<file path="config.mk">
export PLATFORM = sky130hd
export DESIGN_NAME = beep_seq
export DESIGN_NICKNAME = d
export VERILOG_FILES = /design/src/rtl/beep_pkg.sv /design/src/rtl/beep_ms_tick.sv /design/src/rtl/beep_seq.sv
export SDC_FILE = /design/constraint.sdc
export NUM_CORES = 1
export LEC_CHECK = 0
export CAP_MARGIN = 20
export CORE_ASPECT_RATIO = 0.9
export CORE_UTILIZATION = 50
export DETAILED_ROUTE_END_ITERATION = 7
export PLACE_DENSITY = 0.71
export SLEW_MARGIN = 40
export SYNTH_ARGS = -nofsm -noshare
export SYNTH_HDL_FRONTEND = slang
export SYNTH_SLANG_ARGS = --single-unit
</file>
<file path="constraint.sdc">
create_clock -name clk -period 4.7 [get_ports clk]
set_input_delay 0.705 -clock clk [delete_from_list [all_inputs] [get_ports clk]]
set_output_delay 0.705 -clock clk [all_outputs]
set_load 0.05 [all_outputs]
</file>
<file path="src/rtl/beep_pkg.sv">
// Shared types and helpers for the beep sequencer: FSM state encoding,
// ms prescaler divisor and the on-time clamp.
package beep_pkg;

    typedef enum logic [1:0] {
        IDLE = 2'd0,
        ON   = 2'd1,
        OFF  = 2'd2
    } state_t;

    function automatic int unsigned ms_div(input int unsigned clk_hz);
        return clk_hz / 1000;
    endfunction

    // A zero on-time would never let ON finish, so it is stretched to 1 ms.
    function automatic int unsigned on_clamp(input int unsigned ms);
        return (ms == 0) ? 1 : ms;
    endfunction

endpackage

</file>
<file path="src/rtl/beep_ms_tick.sv">
// Millisecond prescaler: counts 0..CLK_HZ/1000-1 and flags the terminal
// value; a synchronous clear restarts the count so durations align to it.
module beep_ms_tick
    import beep_pkg::*;
#(
    parameter int unsigned CLK_HZ = 48000000
) (
    input  logic clk,
    input  logic rst_n,
    input  logic clr,
    output logic tick
);

    localparam int unsigned DIV = ms_div(CLK_HZ);
    localparam int unsigned PW  = (DIV > 1) ? $clog2(DIV) : 1;
    localparam logic [PW-1:0] LAST = PW'(DIV - 1);

    logic [PW-1:0] cnt;

    always_ff @(posedge clk or negedge rst_n) begin
        if (!rst_n) begin
            cnt <= '0;
        end else if (clr || cnt == LAST) begin
            cnt <= '0;
        end else begin
            cnt <= cnt + 1'b1;
        end
    end

    assign tick = (cnt == LAST);

endmodule

</file>
<file path="src/rtl/beep_seq.sv">
// Cadenced square-wave beeper: N beeps (or continuous) with programmable tone,
// on and off times. Define BEEP_WARBLE_EN to drop odd-index beeps one octave.
module beep_seq
    import beep_pkg::*;
#(
    parameter int unsigned CLK_HZ = 48000000,
    parameter int unsigned DIV_W  = 16,
    parameter int unsigned MS_W   = 12,
    parameter int unsigned CNT_W  = 4
) (
    input  logic             clk,
    input  logic             rst_n,
    input  logic             start,
    input  logic             stop,
    input  logic [DIV_W-1:0] half_period,
    input  logic [MS_W-1:0]  on_ms,
    input  logic [MS_W-1:0]  off_ms,
    input  logic [CNT_W-1:0] count,
    output logic             beep,
    output logic             busy,
    output logic             done
);

`ifdef BEEP_WARBLE_EN
    localparam int unsigned TW = DIV_W + 1;
`else
    localparam int unsigned TW = DIV_W;
`endif

    localparam logic [TW-1:0]    TONE_ONE = TW'(1);
    localparam logic [MS_W-1:0]  MS_ONE   = MS_W'(1);
    localparam logic [CNT_W-1:0] CNT_ONE  = CNT_W'(1);

    state_t state, state_nx;

    logic [DIV_W-1:0] hp_l;
    logic [MS_W-1:0]  on_l, off_l, on_lim, ms_cnt;
    logic [CNT_W-1:0] cnt_l, beep_cnt, beep_cnt_nx;
    logic [TW-1:0]    tone_cnt, hp_eff;
    logic             load, enter, on_end, fin, ms_clr, tick, tone_wrap;

    beep_ms_tick #(.CLK_HZ(CLK_HZ)) u_ms_tick (
        .clk   (clk),
        .rst_n (rst_n),
        .clr   (ms_clr),
        .tick  (tick)
    );

`ifdef BEEP_WARBLE_EN
    assign hp_eff = beep_cnt[0] ? {hp_l, 1'b0} : {1'b0, hp_l};
`else
    assign hp_eff = hp_l;
`endif

    assign on_lim      = MS_W'(on_clamp(32'(on_l)));
    assign beep_cnt_nx = beep_cnt + CNT_ONE;
    assign tone_wrap   = (hp_eff != '0) && (tone_cnt == hp_eff - TONE_ONE);
    assign ms_clr      = load | enter;

    always_ff @(posedge clk or negedge rst_n) begin
        if (!rst_n) begin
            state <= IDLE;
        end else begin
            state <= state_nx;
        end
    end

    // stop outranks everything, including a start or a completing beep.
    always_comb begin
        state_nx = state;
        load     = 1'b0;
        enter    = 1'b0;
        on_end   = 1'b0;
        fin      = 1'b0;
        unique case (state)
            IDLE: begin
                if (start && !stop) begin
                    load     = 1'b1;
                    state_nx = ON;
                end
            end
            ON: begin
                if (stop) begin
                    state_nx = IDLE;
                end else if (tick && ms_cnt == on_lim - MS_ONE) begin
                    on_end = 1'b1;
                    if (cnt_l != '0 && beep_cnt_nx == cnt_l) begin
                        fin      = 1'b1;
                        state_nx = IDLE;
                    end else begin
                        enter    = 1'b1;
                        state_nx = (off_l == '0) ? ON : OFF;
                    end
                end
            end
            OFF: begin
                if (stop) begin
                    state_nx = IDLE;
                end else if (tick && ms_cnt == off_l - MS_ONE) begin
                    enter    = 1'b1;
                    state_nx = ON;
                end
            end
            default: state_nx = IDLE;
        endcase
    end

    always_ff @(posedge clk or negedge rst_n) begin
        if (!rst_n) begin
            hp_l     <= '0;
            on_l     <= '0;
            off_l    <= '0;
            cnt_l    <= '0;
            ms_cnt   <= '0;
            tone_cnt <= '0;
            beep_cnt <= '0;
            beep     <= 1'b0;
            busy     <= 1'b0;
            done     <= 1'b0;
        end else begin
            busy <= (state_nx != IDLE);
            done <= fin;

            if (load) begin
                hp_l  <= half_period;
                on_l  <= on_ms;
                off_l <= off_ms;
                cnt_l <= count;
            end

            if (load || enter) begin
                ms_cnt <= '0;
            end else if (state != IDLE && tick) begin
                ms_cnt <= ms_cnt + MS_ONE;
            end

            if (load || enter) begin
                tone_cnt <= '0;
            end else if (state == ON && hp_eff != '0) begin
                tone_cnt <= tone_wrap ? '0 : tone_cnt + TONE_ONE;
            end

            if (load) begin
                beep_cnt <= '0;
            end else if (on_end) begin
                beep_cnt <= beep_cnt_nx;
            end

            // Tone only runs while staying in ON; any exit or re-entry silences it.
            if (state != ON || state_nx != ON || enter) begin
                beep <= 1'b0;
            end else if (tone_wrap) begin
                beep <= ~beep;
            end
        end
    end

endmodule

</file>
Word level (Yosys, flattened, before mapping)

Index checks and enable logic that the tools add are counted.

Reduce and logical (&&, ||, !) cells: 23
Muxes and demuxes: 34
Add/subtract/negate cells: 7
Eq/ne operators: 9
Bitwise logic cells: 2

Operators with widths:

| cell                                                                  | number |
|---|---|
| 16-bit 2-to-1 mux                                                     | 4 |
| 12-bit 2-to-1 mux                                                     | 3 |
| 16-bit by 1-bit adder with 16-bit output, second input constant       | 2 |
| 12-bit equality test                                                  | 2 |
| 12-bit zero test                                                      | 2 |
| 12-bit by 1-bit subtractor with 12-bit output, second input constant  | 2 |
| 16-bit equality test                                                  | 1 |
| 16-bit equality test, second input constant                           | 1 |
| 1-bit 2-to-1 mux                                                      | 16 |
| 16-bit nonzero test                                                   | 1 |
| 16-bit by 1-bit subtractor with 16-bit output, second input constant  | 1 |
| 2-bit 2-to-1 mux                                                      | 7 |
| 12-bit by 1-bit adder with 12-bit output, second input constant       | 1 |
| 2-bit nonzero test                                                    | 6 |
| 4-bit 2-to-1 mux                                                      | 2 |
| 1-bit logical AND                                                     | 7 |
| 2-bit case mux with 3 select lines                                    | 1 |
| 4-bit by 1-bit adder with 4-bit output, second input constant         | 1 |
| 4-bit equality test                                                   | 1 |
| 1-bit logical OR                                                      | 4 |
| 2-bit by 1-bit != test with 1-bit output, second input constant       | 2 |
| 4-bit nonzero test                                                    | 1 |
| 2-bit by 1-bit equality test with 1-bit output, second input constant | 1 |
| 2-bit equality test, second input constant                            | 1 |
| 5 further kinds                                                       | 5 |

Flip-flop bits (word level): 97
Input bits: 48

Depth between registers and ports, before layout

Gate-level depths: netlist (run 1).

Word-level depth: 12
Gate-level depth with buffers: 14
Mapped depth without buffers: 13

Hierarchy

Synthesis (run 1) repeated with hierarchy kept, for this count alone.

Cells, all modules: 617
Area, all modules: 5952.0 µm²

By module, submodules not included:

| module       | times used | seq. area each (µm²) | area each (µm²) | cells an instance |
|---|---|---|---|---|
| beep_seq     | 1          | 2026.9               | 5122.4          | 538 |
| beep_ms_tick | 1          | 400.4                | 829.5           | 79 |

Least setup slack after synthesis (run 1)

Ideal clock, no wire load.

Kind: register to register
From: register hp_l[2] (netlist: hp_eff[2])
To: register tone_cnt[11]
Path slack: 1281 ps
Clock period less this slack: 3419 ps
Cell stages (with the launch flop): 11
Required time: 4581 ps
Arrival: 3300 ps
Path through: dfrtp_1 -> or4_1 -> or3_1 -> or3_1 -> mux2_2 -> mux2i_1 -> o22a_1 -> or4_1 -> o21bai_4 -> buf_6 -> nor2_1

Longest elaborated chain between the ends: 6
Elaborated cells between the ends (all ways): 9
Those cells by class: add/sub: 1; eq/ne: 1; mux: 3; reduce/logical: 4

RTL lines:

| element                                       | RTL line        | source |
|---|---|---|
| start: declaration                            | beep_seq.sv:36  | `logic [DIV_W-1:0] hp_l;` |
| start signal: assignment                      | beep_seq.sv:125 | `hp_l <= half_period;` |
| 16-bit by 1-bit subtractor with 16-bit output | beep_seq.sv:57  | `assign tone_wrap = (hp_eff != '0) && (tone_cnt == hp_eff - TONE_ONE);` |
| 16-bit equality test                          | beep_seq.sv:57  |  |
| 1-bit logical AND                             | beep_seq.sv:57  |  |
| 16-bit 2-to-1 mux                             | beep_seq.sv:140 | `tone_cnt <= tone_wrap ? '0 : tone_cnt + TONE_ONE;` |
| 16-bit 2-to-1 mux                             | beep_seq.sv:139 | `end else if (state == ON && hp_eff != '0) begin` |
| 16-bit 2-to-1 mux                             | beep_seq.sv:137 | `if (load \|\| enter) begin` |
| end signal: assignment                        | beep_seq.sv:140 |  |
| end: declaration                              | beep_seq.sv:39  | `logic [TW-1:0] tone_cnt, hp_eff;` |

Parallel ways exist; a longest one is shown, timed or not. The select of a mux whose other input is x is not followed.
A chain may end at the register's enable or synchronous reset.

Worst setup path in the final report (run 1)

From: register on_l[6]
To: register u_ms_tick.cnt[13]

Longest elaborated chain between the ends: 11

RTL lines:

| element                                         | RTL line           | source |
|---|---|---|
| start: declaration                              | beep_seq.sv:37     | `logic [MS_W-1:0] on_l, off_l, on_lim, ms_cnt;` |
| start signal: assignment                        | beep_seq.sv:126    | `on_l <= on_ms;` |
| 12-bit zero test                                | beep_pkg.sv:17     | `return (ms == 0) ? 1 : ms;` |
| 12-bit 2-to-1 mux *                             | beep_pkg.sv:17     |  |
| 12-bit by 1-bit subtractor with 12-bit output * | beep_seq.sv:85     | `end else if (tick && ms_cnt == on_lim - MS_ONE) begin` |
| 12-bit equality test *                          | beep_seq.sv:85     |  |
| 1-bit logical AND *                             | beep_seq.sv:85     |  |
| 1-bit 2-to-1 mux *                              | beep_seq.sv:85     |  |
| 1-bit 2-to-1 mux *                              | beep_seq.sv:83     | `if (stop) begin` |
| 1-bit case mux with 2 select lines *            | beep_seq.sv:75     | `unique case (state)` |
| 1-bit OR *                                      | beep_seq.sv:58     | `assign ms_clr = load \| enter;` |
| 1-bit logical OR *                              | beep_ms_tick.sv:23 | `end else if (clr \|\| cnt == LAST) begin` |
| 16-bit 2-to-1 mux *                             | beep_ms_tick.sv:23 |  |
| end signal: assignment                          | beep_ms_tick.sv:26 | `cnt <= cnt + 1'b1;` |
| end: declaration                                | beep_ms_tick.sv:18 | `logic [PW-1:0] cnt;` |

Mark *: on every way between the ends. The rest lies on a longest branch, timed or not.

==> summary.txt, run 1 <==
Status
  • Result of the run: completed

Worst setup path
  • CP arrival: between 4 and 5 ns
  • Worst R2R Path Depth: 12
  • Required time of the worst setup path: 4.92 ns
  • Cells along the critical path: nor3_1, and3b_1, a21oi_1, ha_1, nand2_1, xnor2_1, o311ai_0, nand4_1, o32a_1, o21bai_2, nand2b_1, nor2_1
  • Critical-path maximum fanout: 11
  • Sort of element at the start of the critical path: flop
  • Startpoint-to-endpoint class of the critical path: flop to flop
  • Largest stage delay, worst path: roughly 0.50 ns
  • Crit end category: flop
  • Critical-path cell with the highest stage delay: sky130_fd_sc_hd__o311ai_0

Finish
  • Antenna diode instance count: 0
  • Share of the core filled with cells in the final layout: 59.3%
  • Final layout net count: a little over 700
  • Layout overhead on the synthesized area: 15.7%
  • Non-filler instance count after layout: approximately 800
  • Fraction of layout instances using a drive strength above 1: between 10% and 20%

Routing
  • DRC Markers: 0
  • Initial detailed-routing violation count: between 300 and 400
  • Total length of routed wires: about 13000 um
  • Number of nets with antenna violations after routing: 0
  • Vias per inst: between 5 and 6
  • WL/cell: 16.2 um
  • Via count: around 4700
  • Total iterations of the first detailed-routing run: 5

GRT
  • Via count of the first global-routing pass: about 4600
  • Number of antenna violations at the first check in global routing: 0
  • Global-route wire length before repair: between 20000 and 25000 um
  • Total global routing track utilization: about a quarter
  • Largest net degree at the start of global routing: 52
  • GR Overflow Total: 0

Timing
  • Min Clock Period, post-route: between 3 and 4 ns
  • Final hold violation count: 0
  • Final worst path period share: between 80% and 90%
  • Setup tns final: 0 ns
  • Setup repair after global routing missed its margin: no
  • Highest attainable clock frequency: 0.254 GHz
  • Slew @ Worst Pin: around 0.8 ns
  • Worst Hold Margin: ~0.35 ns
  • Final setup fails: 0
  • Number of slew-limit violations in the final report: 0
  • Final setup skew: 0.00868 ns
  • Max-slew headroom: between 40% and 50%

Logic synthesis
  • Share of synthesized cell area in and, or, nand and nor gates: 22.8%
  • EDFF count, synth: 0
  • Dominant combinational cell family by area after synthesis: simple AND/OR/NAND/NOR gates
  • Number of warnings issued by yosys: 0
  • Cell Area, Synth: about 6000 um^2
  • Library cell with the largest summed area after synthesis: sky130_fd_sc_hd__dfrtp_1
  • Largest cells by area after synthesis: sky130_fd_sc_hd__dfrtp_1, sky130_fd_sc_hd__xor2_1, sky130_fd_sc_hd__mux2_2, sky130_fd_sc_hd__xnor2_1, sky130_fd_sc_hd__nor2_1
  • Flip-flop and latch count after synthesis: between 90 and 100
  • Async set or reset register ratio after synthesis: 100%
  • Most used flip-flop cell after synthesis: sky130_fd_sc_hd__dfrtp_1
  • Gate Count Post-Synth: a little over 600
  • Total nets after synthesis: between 600 and 700
  • Xor/xnor cell area share of the yosys netlist: roughly 15%
  • Share of the synthesized area in the top cell type: about 41%
  • Leading post-synthesis cells by instance count: sky130_fd_sc_hd__dfrtp_1, sky130_fd_sc_hd__nor2_1, sky130_fd_sc_hd__xor2_1
  • Sequential share of the synthesized area: between 40 and 50%
  • Cell with the most instances after synthesis: sky130_fd_sc_hd__dfrtp_1
  • Post-synthesis mux area share: about 8.5%
  • Unique cell type count in the Yosys netlist: 61
  • Post-Synthesis Mean Instance Area: about 9.6 um^2
  • Adder-Cell Fraction of Synth Area: 2.56%
  • Fraction of the mapped netlist area in compound gates: about 7.4%

Pwr
  • Internal power component: between 0.002 and 0.0025 W
  • Switching part of the total power: between 30% and 40%
  • Worst IR drop on VDD: between 0.2 and 0.25 mV
  • Proportion of power drawn by combinational gates: between 30% and 40%
  • Share of power burned in registers: between 40% and 50%
  • Cell leakage power: between 2 and 3 nW
  • Clk pwr share: a little under a quarter
  • Switching power total: between 0.001 and 0.0015 W
  • Power per unit of standard cell area: ~480 nW/um^2

Placement
  • Final RePlAce weighted congestion: around 0.9
  • Detailed Place HPWL: 9720 um
  • Number of buffers inserted by port buffering: 50
  • Number of cells in the design after placement: ~800

Worst hold path
  • Min-delay worst type: input port to asynchronous set/reset pin

Floorplan
  • Floorplan Core Area: approximately 11000 um^2
  • IO Count: between 50 and 60
  • Num rows: 37
  • Die area: between 10000 and 15000 um^2
  • Die Ht: between 100 and 150 um
  • Overall die width: roughly 120 um
  • Starting density of the core: roughly half

CTS
  • Hold buffer count at cts: 0
  • CTS tree: built
  • Post-cts gate resize count: 0
  • Clk Latency, worst-skew pair: around 0.35 ns
  • Clock Path Buffers: 2
  • H-Tree Level Count: 3
  • Root Buffer: sky130_fd_sc_hd__clkbuf_16
  • Clock slew at reported path FFs: around 0.07 ns
  • TritonCTS sink count: a little under 100
  • Number of buffers added for setup after CTS: 0
  • Number of buffers inserted during clock tree synthesis: 9

Job
  • Number of maximum-capacitance violations: 0
worst max-delay path, delay by kind of cell (launching register included):
| kind | cells | cell delay [ns] |
|---|---|---|
| compound gates | 4 | 1.26 |
| xor+xnor | 1 | 0.07 |
| fa+ha+maj | 1 | 0.27 |
| flops | 1 | 0.45 |
| simple gates | 6 | 1.73 |
power by group through the flow:
stage | Combinational, W | Sequential [W] | Clock, W
floorplan | 0.000895 | 0.00128 | 0
global placement | 0.00107 | 0.00136 | 0
detailed placement | 0.00110 | 0.00138 | 0
CTS | 0.00112 | 0.00137 | 0.000756
global route | 0.00124 | 0.00142 | 0.000792
finish | 0.00111 | 0.00138 | 0.000736
per-layer routing:
| layer | routed length (um) | GRT usage [%] | vias up |
|---|---|---|---|
| li1 | - | - | 2225 |
| met1 | 6240 | 32.2 | 2326 |
| met2 | 6180 | 38.0 | 94 |
| met3 | 578 | 5.74 | 14 |
| met4 | 182 | 7.23 | 0 |
| met5 | 0 | 0 | - |
stage by stage:
stage / power [W] / setup slack (ns) / area, um^2
final: 0.00323 / 0.770 / 6780
after global routing: 0.00344 / 0.316 / 6780
after CTS: 0.00324 / 0.773 / 6780
after detailed placement: 0.00248 / 0.825 / 6490
after global placement: 0.00243 / 0.976 / 6490
after floorplan: 0.00218 / 1.28 / 5860
placed cells by master (no fill, tap or decap), types with 5 or more instances in the layout:
| cell | synthesis | final |
|---|---|---|
| sky130_fd_sc_hd__inv_1 | 15 | 15 |
| sky130_fd_sc_hd__o21ai_0 | 20 | 20 |
| sky130_fd_sc_hd__or4_1 | 7 | 7 |
| sky130_fd_sc_hd__dfrtp_1 | 97 | 97 |
| sky130_fd_sc_hd__xor2_1 | 50 | 50 |
| sky130_fd_sc_hd__nand2_1 | 46 | 46 |
| sky130_fd_sc_hd__buf_4 | 2 | 5 |
| sky130_fd_sc_hd__nor2b_1 | 5 | 5 |
| sky130_fd_sc_hd__nand3_1 | 21 | 21 |
| sky130_fd_sc_hd__mux2i_1 | 7 | 7 |
| sky130_fd_sc_hd__a21oi_1 | 11 | 11 |
| sky130_fd_sc_hd__mux2_2 | 38 | 38 |
| sky130_fd_sc_hd__and3_1 | 5 | 5 |
| sky130_fd_sc_hd__nor2_1 | 83 | 83 |
| sky130_fd_sc_hd__nor3_1 | 15 | 15 |
| sky130_fd_sc_hd__nand4_1 | 21 | 21 |
| sky130_fd_sc_hd__clkbuf_16 | 0 | 9 |
| sky130_fd_sc_hd__ha_1 | 12 | 12 |
| sky130_fd_sc_hd__nand2b_1 | 10 | 10 |
| sky130_fd_sc_hd__xnor2_1 | 48 | 48 |
| sky130_fd_sc_hd__clkdlybuf4s50_1 | 0 | 49 |
| sky130_fd_sc_hd__or3_1 | 5 | 5 |
| sky130_fd_sc_hd__nor4_1 | 14 | 14 |
logic make-up after synthesis:
logic type               Yosys count
AND/OR/NAND/NOR                  260
XOR/XNOR                          98
flip-flops                        97
AO/OA/AOI/OAI                     61
multiplexers                      45
buffers and inverters             37
adder cells (fa/ha/maj)           12
cell type report:
| cell class | instances | area, um^2 |
|---|---|---|
| fillers | 1001 | 4650 |
| multi-input cells | 476 | 3280 |
| clock buffers | 11 | 243 |
| flip-flops and latches | 97 | 2430 |
| clock inverters | 4 | 52.6 |
| inverters | 15 | 56.3 |
| well taps | 156 | 195 |
| repair buffers | 54 | 528 |
sequential cells by signal, indices dropped and copies added (netlist names):
signal and flops:
tone_cnt 16, hp_eff 16, beep_cnt 4, state 2, busy 1, u_ms_tick.cnt 16, on_l 12, cnt_l 4
done 1, off_l 12, ms_cnt 12, beep 1
worst paths after layout:
check / startpoint / endpoint / slack [ns]
max reg2reg: on_l[6] / u_ms_tick.cnt[13] / 0.77
max in group asynchronous: rst_n / beep_cnt[2] / 3.26
min reg2reg: u_ms_tick.cnt[0] / u_ms_tick.cnt[0] / 0.49
min: rst_n / off_l[3] / 0.35
max: on_l[6] / u_ms_tick.cnt[13] / 0.77
min in group clk: u_ms_tick.cnt[0] / u_ms_tick.cnt[0] / 0.49
Power figures use the tool's default switching activity.
==> run 2, diff against run 1 <==
PLACE_DENSITY = 0.73   (was 0.71)
clock period = 3.2 ns   (was 4.7 ns; I/O delays follow)
==> summary.txt, run 2 (synthesized netlist as in run 1, its figures left out) <==
Worst setup path
  • Startpoint of the most critical register-to-register path: hp_eff[5]
  • Sort of element at the start of the critical path: flop
  • Critical-path maximum fanout: 12 (+1)
  • CP arrival: 3.52 ns (-0.63 ns)
  • Required time of the worst setup path: 3.45 ns (-1.47 ns)
  • Startpoint-to-endpoint class of the critical path: flop to flop
  • Crit end category: flop
  • Worst R2R Path Depth: 10 (-2)
  • Worst setup startpoint: hp_eff[5]

Floorplan
  • Overall die width: 116 um (unchanged)
  • Num rows: 37 (unchanged)
  • Starting density of the core: 51.3% (unchanged)
  • Die area: 12200 um^2 (unchanged)
  • Die Ht: 105 um (unchanged)
  • IO Count: 51 (unchanged)
  • Floorplan Core Area: 11400 um^2 (unchanged)

GRT
  • Global-route wire length before repair: 22600 um (+0.92%)
  • Via count of the first global-routing pass: 4778 (+4.6%)
  • GR Overflow Total: 0 (unchanged)
  • Number of antenna violations at the first check in global routing: 0 (unchanged)
  • Total global routing track utilization: 24.2% (+0.31 points)
  • Largest net degree at the start of global routing: 51 (-1.9%)

CTS
  • Clock Path Buffers: 2 (unchanged)
  • CTS tree: built
  • Clock slew at reported path FFs: 0.07 ns (about the same)
  • Root Buffer: sky130_fd_sc_hd__clkbuf_16
  • Number of buffers inserted during clock tree synthesis: 9 (unchanged)
  • TritonCTS sink count: 97 (unchanged)
  • Hold buffer count at cts: 0 (unchanged)
  • Clk Latency, worst-skew pair: 0.36 ns (about the same)
  • H-Tree Level Count: 3 (unchanged)

Placement
  • Number of buffers inserted by port buffering: 50 (unchanged)
  • Detailed Place HPWL: 9940 um (+2.3%)
  • Final RePlAce weighted congestion: 0.887 (-3.4%)

Timing
  • Setup repair after global routing missed its margin: yes
  • Highest attainable clock frequency: 0.306 GHz (+20%)
  • Setup tns final: -0.806 ns (-0.806 ns)
  • Final hold violation count: 0 (unchanged)
  • Min Clock Period, post-route: 3.27 ns (-0.661 ns)
  • Worst Hold Margin: 0.142 ns (-0.212 ns)
  • Slew @ Worst Pin: 0.740 ns (-0.0648 ns)
  • Max-slew headroom: 50.3% (+4.7 points)
  • Number of slew-limit violations in the final report: 0 (unchanged)
  • Final worst path period share: 102% (+19 points)
  • Final setup fails: 15 (+15)
  • Final setup skew: 0.00672 ns (-0.00196 ns)
  • Worst Slack Setup Final: -0.0687 ns (-0.839 ns)

Pwr
  • Cell leakage power: 2.97 nW (+8.5%)
  • Power, Total: 0.00501 W (+55%)
  • Internal power component: 0.00317 W (+55%)
  • Switching part of the total power: 36.7% (-0.046 points)
  • Worst IR drop on VDD: 0.435 mV (+80%)
  • Share of power burned in registers: 37.9% (-4.7 points)
  • Clk pwr share: 20.1% (-2.7 points)
  • Proportion of power drawn by combinational gates: 42.0% (+7.5 points)
  • Power per unit of standard cell area: 695 nW/um^2 (+46%)
  • Switching power total: 0.00184 W (+55%)

Routing
  • Total iterations of the first detailed-routing run: 5 (unchanged)
  • DRC Markers: 0 (unchanged)
  • Initial detailed-routing violation count: 372 (+17%)
  • WL/cell: 15.9 um (-1.9%)
  • Via count: 4771 (+2.4%)
  • Number of nets with antenna violations after routing: 0 (unchanged)
  • Vias per inst: 5.56 (-3.0%)
  • Total length of routed wires: 13700 um (+3.5%)

Job
  • Number of maximum-capacitance violations: 0 (unchanged)

Finish
  • Fraction of layout instances using a drive strength above 1: 18.9% (+8.0 points)
  • Commonest cells after routing, fill and taps aside: sky130_fd_sc_hd__dfrtp_1, sky130_fd_sc_hd__nor2_1, sky130_fd_sc_hd__xor2_1, sky130_fd_sc_hd__clkdlybuf4s50_1, sky130_fd_sc_hd__xnor2_1
  • Commonest non-fill, non-tap cell in the layout: sky130_fd_sc_hd__dfrtp_1
  • Final layout net count: 757 (+6.2%)
  • Antenna diode instance count: 0 (unchanged)
  • Layout overhead on the synthesized area: 22.9%

Worst hold path
  • Min-delay worst type: input port to asynchronous set/reset pin

Status
  • Violations in the final reports: negative setup slack
  • Result of the run: finished with violations
[run 2: routing by layer]
metal  vias up  GRT usage [%]  part of all wire (%)
met4         0           8.97                   2.2
met5         -              0                     0
met2       111           38.1                    47
li1       2319              -                     -
met3        30           6.73                   4.9
met1      2311           31.7                    46
[run 2: layout make-up]
class                   count  area (um^2)
well taps                 156          195
fillers                   936         4230
repair buffers             98          887
flip-flops and latches     97         2430
multi-input cells         476         3360
clock buffers              11          243
inverters                  15         56.3
clock inverters             5         31.3
[run 2: stage by stage]
stage               instance area [um^2]  std cells  utilization, %  setup slack [ns]
floorplan                           5890        610               -            0.0120
global placement                    6820        836            59.7           -0.0899
detailed placement                  6820        836            59.7            -0.180
CTS                                 7170        857            62.7           -0.0627
global route                        7200        858            63.0            -0.137
finish                              7200        858            63.0           -0.0687
[run 2: final timing paths]
kind | end | slack, ns
max in group asynchronous | u_ms_tick.cnt[6] | 2.37
max reg2reg | tone_cnt[9] | -0.07
min reg2reg | u_ms_tick.cnt[0] | 0.49
min | hp_eff[5] | 0.14
max | tone_cnt[9] | -0.07
min in group clk | u_ms_tick.cnt[0] | 0.49
[run 2: power by group through the flow]
stage / clock network [W] / logic [W] / registers, W
4_1_cts: 0.00103 / 0.00207 / 0.00189
6_report: 0.00101 / 0.00210 / 0.00190
2_1_floorplan: 0 / 0.00132 / 0.00189
3_3_place_gp: 0 / 0.00193 / 0.00189
3_5_place_dp: 0 / 0.00202 / 0.00191
5_1_grt: 0.00108 / 0.00231 / 0.00195
[run 2: what timing repair did]
item	4_1_cts	5_1_grt
gates resized for setup	7	8
pin swaps	6	4
buffers inserted	5	2
endpoints found under the setup margin	40	48
[run 2: worst max-delay path: stages, from the launching register on]
cell                       delay (ns)
sky130_fd_sc_hd__dfrtp_1         0.38
sky130_fd_sc_hd__or4_4           0.57
sky130_fd_sc_hd__or3_4           0.39
sky130_fd_sc_hd__or3_4           0.37
sky130_fd_sc_hd__mux2_4          0.21
sky130_fd_sc_hd__mux2i_1         0.06
sky130_fd_sc_hd__o22a_1          0.22
sky130_fd_sc_hd__or4_4           0.56
sky130_fd_sc_hd__o21bai_4        0.18
sky130_fd_sc_hd__buf_12          0.15
sky130_fd_sc_hd__nor2_1          0.05
==> run 3, diff against run 2 <==
PLACE_DENSITY = 0.79   (was 0.73)
==> summary.txt, run 3 (synthesized netlist as in run 1, its figures left out) <==
Status
  • Result of the run: finished with violations
  • Violations in the final reports: negative setup slack

GRT
  • Met1 routing resource usage after global routing: 32.8% (+1.1 points)
  • GR Overflow Total: 0 (unchanged)
  • Total global routing track utilization: 24.7% (+0.44 points)
  • Via count of the first global-routing pass: 4906 (+2.7%)
  • Grt met2 use: 40.1% (+2.0 points)
  • Global-route wire length before repair: 23400 um (+3.6%)
  • Global-route met3 utilization: 4.93% (-1.8 points)
  • Number of antenna violations at the first check in global routing: 0 (unchanged)
  • Largest net degree at the start of global routing: 50 (-2.0%)
  • GR peak layer: met2

Pwr
  • Cell leakage power: 3.04 nW (+2.6%)
  • Worst IR drop on VDD: 0.268 mV (-38%)
  • Power per unit of standard cell area: 716 nW/um^2 (+3.1%)

Routing
  • Total iterations of the first detailed-routing run: 5 (unchanged)
  • Number of nets with antenna violations after routing: 0 (unchanged)
  • Total length of routed wires: 14500 um (+6.4%)
  • WL/cell: 16.8 um (+5.8%)
  • Vias per inst: 5.75 (+3.4%)
  • Via count: 4960 (+4.0%)
  • DRC Markers: 0 (unchanged)
  • Initial detailed-routing violation count: 529 (+42%)

Floorplan
  • Floorplan Core Area: 11400 um^2 (unchanged)
  • Die area: 12200 um^2 (unchanged)
  • Starting density of the core: 51.3% (unchanged)
  • Num rows: 37 (unchanged)
  • Die Ht: 105 um (unchanged)
  • Overall die width: 116 um (unchanged)
  • IO Count: 51 (unchanged)

CTS
  • Clock Path Buffers: 2 (unchanged)
  • Root Buffer: sky130_fd_sc_hd__clkbuf_16
  • Hold buffer count at cts: 0 (unchanged)
  • Clock slew at reported path FFs: 0.07 ns (about the same)
  • Clk Latency, worst-skew pair: 0.34 ns (-0.02 ns)
  • TritonCTS sink count: 97 (unchanged)
  • CTS tree: built
  • H-Tree Level Count: 3 (unchanged)
  • Number of buffers inserted during clock tree synthesis: 9 (unchanged)

Timing
  • Setup tns final: -0.771 ns (+0.0349 ns)
  • Min Clock Period, post-route: 3.26 ns (-0.0114 ns)
  • Final setup fails: 20 (+5)
  • Worst Hold Margin: 0.152 ns (+0.0106 ns)
  • Max-slew headroom: 53.9% (+3.6 points)
  • Final hold violation count: 0 (unchanged)
  • Highest attainable clock frequency: 0.307 GHz (+0.35%)
  • Worst Slack Setup Final: -0.0573 ns (+0.0114 ns)
  • Number of slew-limit violations in the final report: 0 (unchanged)
  • Slew @ Worst Pin: 0.686 ns (-0.0538 ns)
  • Final setup skew: 0.00573 ns (-0.000989 ns)
  • Final worst path period share: 102% (-0.36 points)
  • Setup repair after global routing missed its margin: yes

Finish
  • Share of the core filled with cells in the final layout: 64.8% (+1.8 points)
  • Antenna diode instance count: 0 (unchanged)
  • Fraction of layout instances using a drive strength above 1: 21.6% (+2.7 points)
  • Final layout net count: 763 (+0.79%)
  • Non-filler instance count after layout: 863 (+0.58%)
  • Layout overhead on the synthesized area: 26.4%
  • Commonest non-fill, non-tap cell in the layout: sky130_fd_sc_hd__dfrtp_1
  • Commonest cells after routing, fill and taps aside: sky130_fd_sc_hd__dfrtp_1, sky130_fd_sc_hd__nor2_1, sky130_fd_sc_hd__xor2_1, sky130_fd_sc_hd__buf_4, sky130_fd_sc_hd__clkdlybuf4s50_1

Placement
  • Worst slack, placed: -0.141 ns (+0.0389 ns)
  • Detailed Place HPWL: 10300 um (+3.2%)
  • Final RePlAce weighted congestion: 0.899 (+1.3%)
  • Number of buffers inserted by port buffering: 50 (unchanged)
  • Number of cells in the design after placement: 838 (+0.24%)

Worst setup path
  • Required time of the worst setup path: 3.48 ns (+0.03 ns)
  • Startpoint-to-endpoint class of the critical path: flop to flop
  • Sort of element at the start of the critical path: flop
  • CP arrival: 3.54 ns (+0.02 ns)
  • Critical-path maximum fanout: 5 (-7)
  • Crit end category: flop

Job
  • Number of maximum-capacitance violations: 0 (unchanged)

Worst hold path
  • Min-delay worst type: input port to asynchronous set/reset pin
run 3: cell type report:
type                    count  area (um^2)
multi-input cells         477         3500
clock buffers              11          243
fillers                   881         4020
clock inverters             4         76.3
inverters                  15         56.3
repair buffers            103          920
flip-flops and latches     97         2430
well taps                 156          195
run 3: path summary, 6_finish.rpt:
path,start,to,slack [ns],depth (start not counted)
max in group asynchronous,rst_n,on_l[6],2.35,2
hold / removal,rst_n,hp_eff[6],0.15,1
min in group clk,u_ms_tick.cnt[0],u_ms_tick.cnt[0],0.49,1
hold reg to reg,u_ms_tick.cnt[0],u_ms_tick.cnt[0],0.49,1
setup / recovery,on_l[1],beep,-0.06,16
setup reg to reg,on_l[1],beep,-0.06,16
run 3: stage by stage:
stage	cell area [um^2]	power, W
global route	7410	0.00563
detailed placement	6840	0.00392
floorplan	5890	0.00321
CTS	7230	0.00516
global placement	6840	0.00380
finish	7410	0.00531
run 3: where the power goes:
group	total, W	switching [W]	internal, W
Clock	0.00117	0.000462	0.000705
Sequential	0.00193	0.000380	0.00155
Combinational	0.00222	0.00110	0.00112
Total	0.00531	0.00194	0.00337
run 3: repair_timing:
| action | 4_1_cts | 5_1_grt |
|---|---|---|
| buffers inserted | 5 | 5 |
| cloned | 0 | 1 |
| endpoints found under the hold margin | 0 | 0 |
| setup endpoints to repair | 44 | 51 |
| resized for setup | 11 | 33 |
| pin swaps | 13 | 20 |
run 3: worst max-delay path, cell delays in order, from the launching register on:
cell                        delay [ns]
sky130_fd_sc_hd__dfrtp_1          0.38
sky130_fd_sc_hd__buf_4            0.13
sky130_fd_sc_hd__buf_4            0.14
sky130_fd_sc_hd__nor3_2           0.24
sky130_fd_sc_hd__a21oi_2          0.11
sky130_fd_sc_hd__ha_4             0.28
sky130_fd_sc_hd__xor2_1           0.15
sky130_fd_sc_hd__o21ai_1          0.13
sky130_fd_sc_hd__nand2b_4         0.17
sky130_fd_sc_hd__a2111oi_4        0.25
sky130_fd_sc_hd__nand4_1          0.17
sky130_fd_sc_hd__buf_4            0.17
sky130_fd_sc_hd__buf_4            0.14
sky130_fd_sc_hd__nor4_4           0.27
sky130_fd_sc_hd__nor3b_2          0.09
sky130_fd_sc_hd__nor2_1           0.16
sky130_fd_sc_hd__and4_1           0.22
run 3: routing by layer:
| metal | up-vias | wire (um) |
|---|---|---|
| met5 | - | 0 |
| met4 | 0 | 257 |
| met3 | 25 | 859 |
| met2 | 167 | 7130 |
| met1 | 2444 | 6280 |
| li1 | 2324 | - |
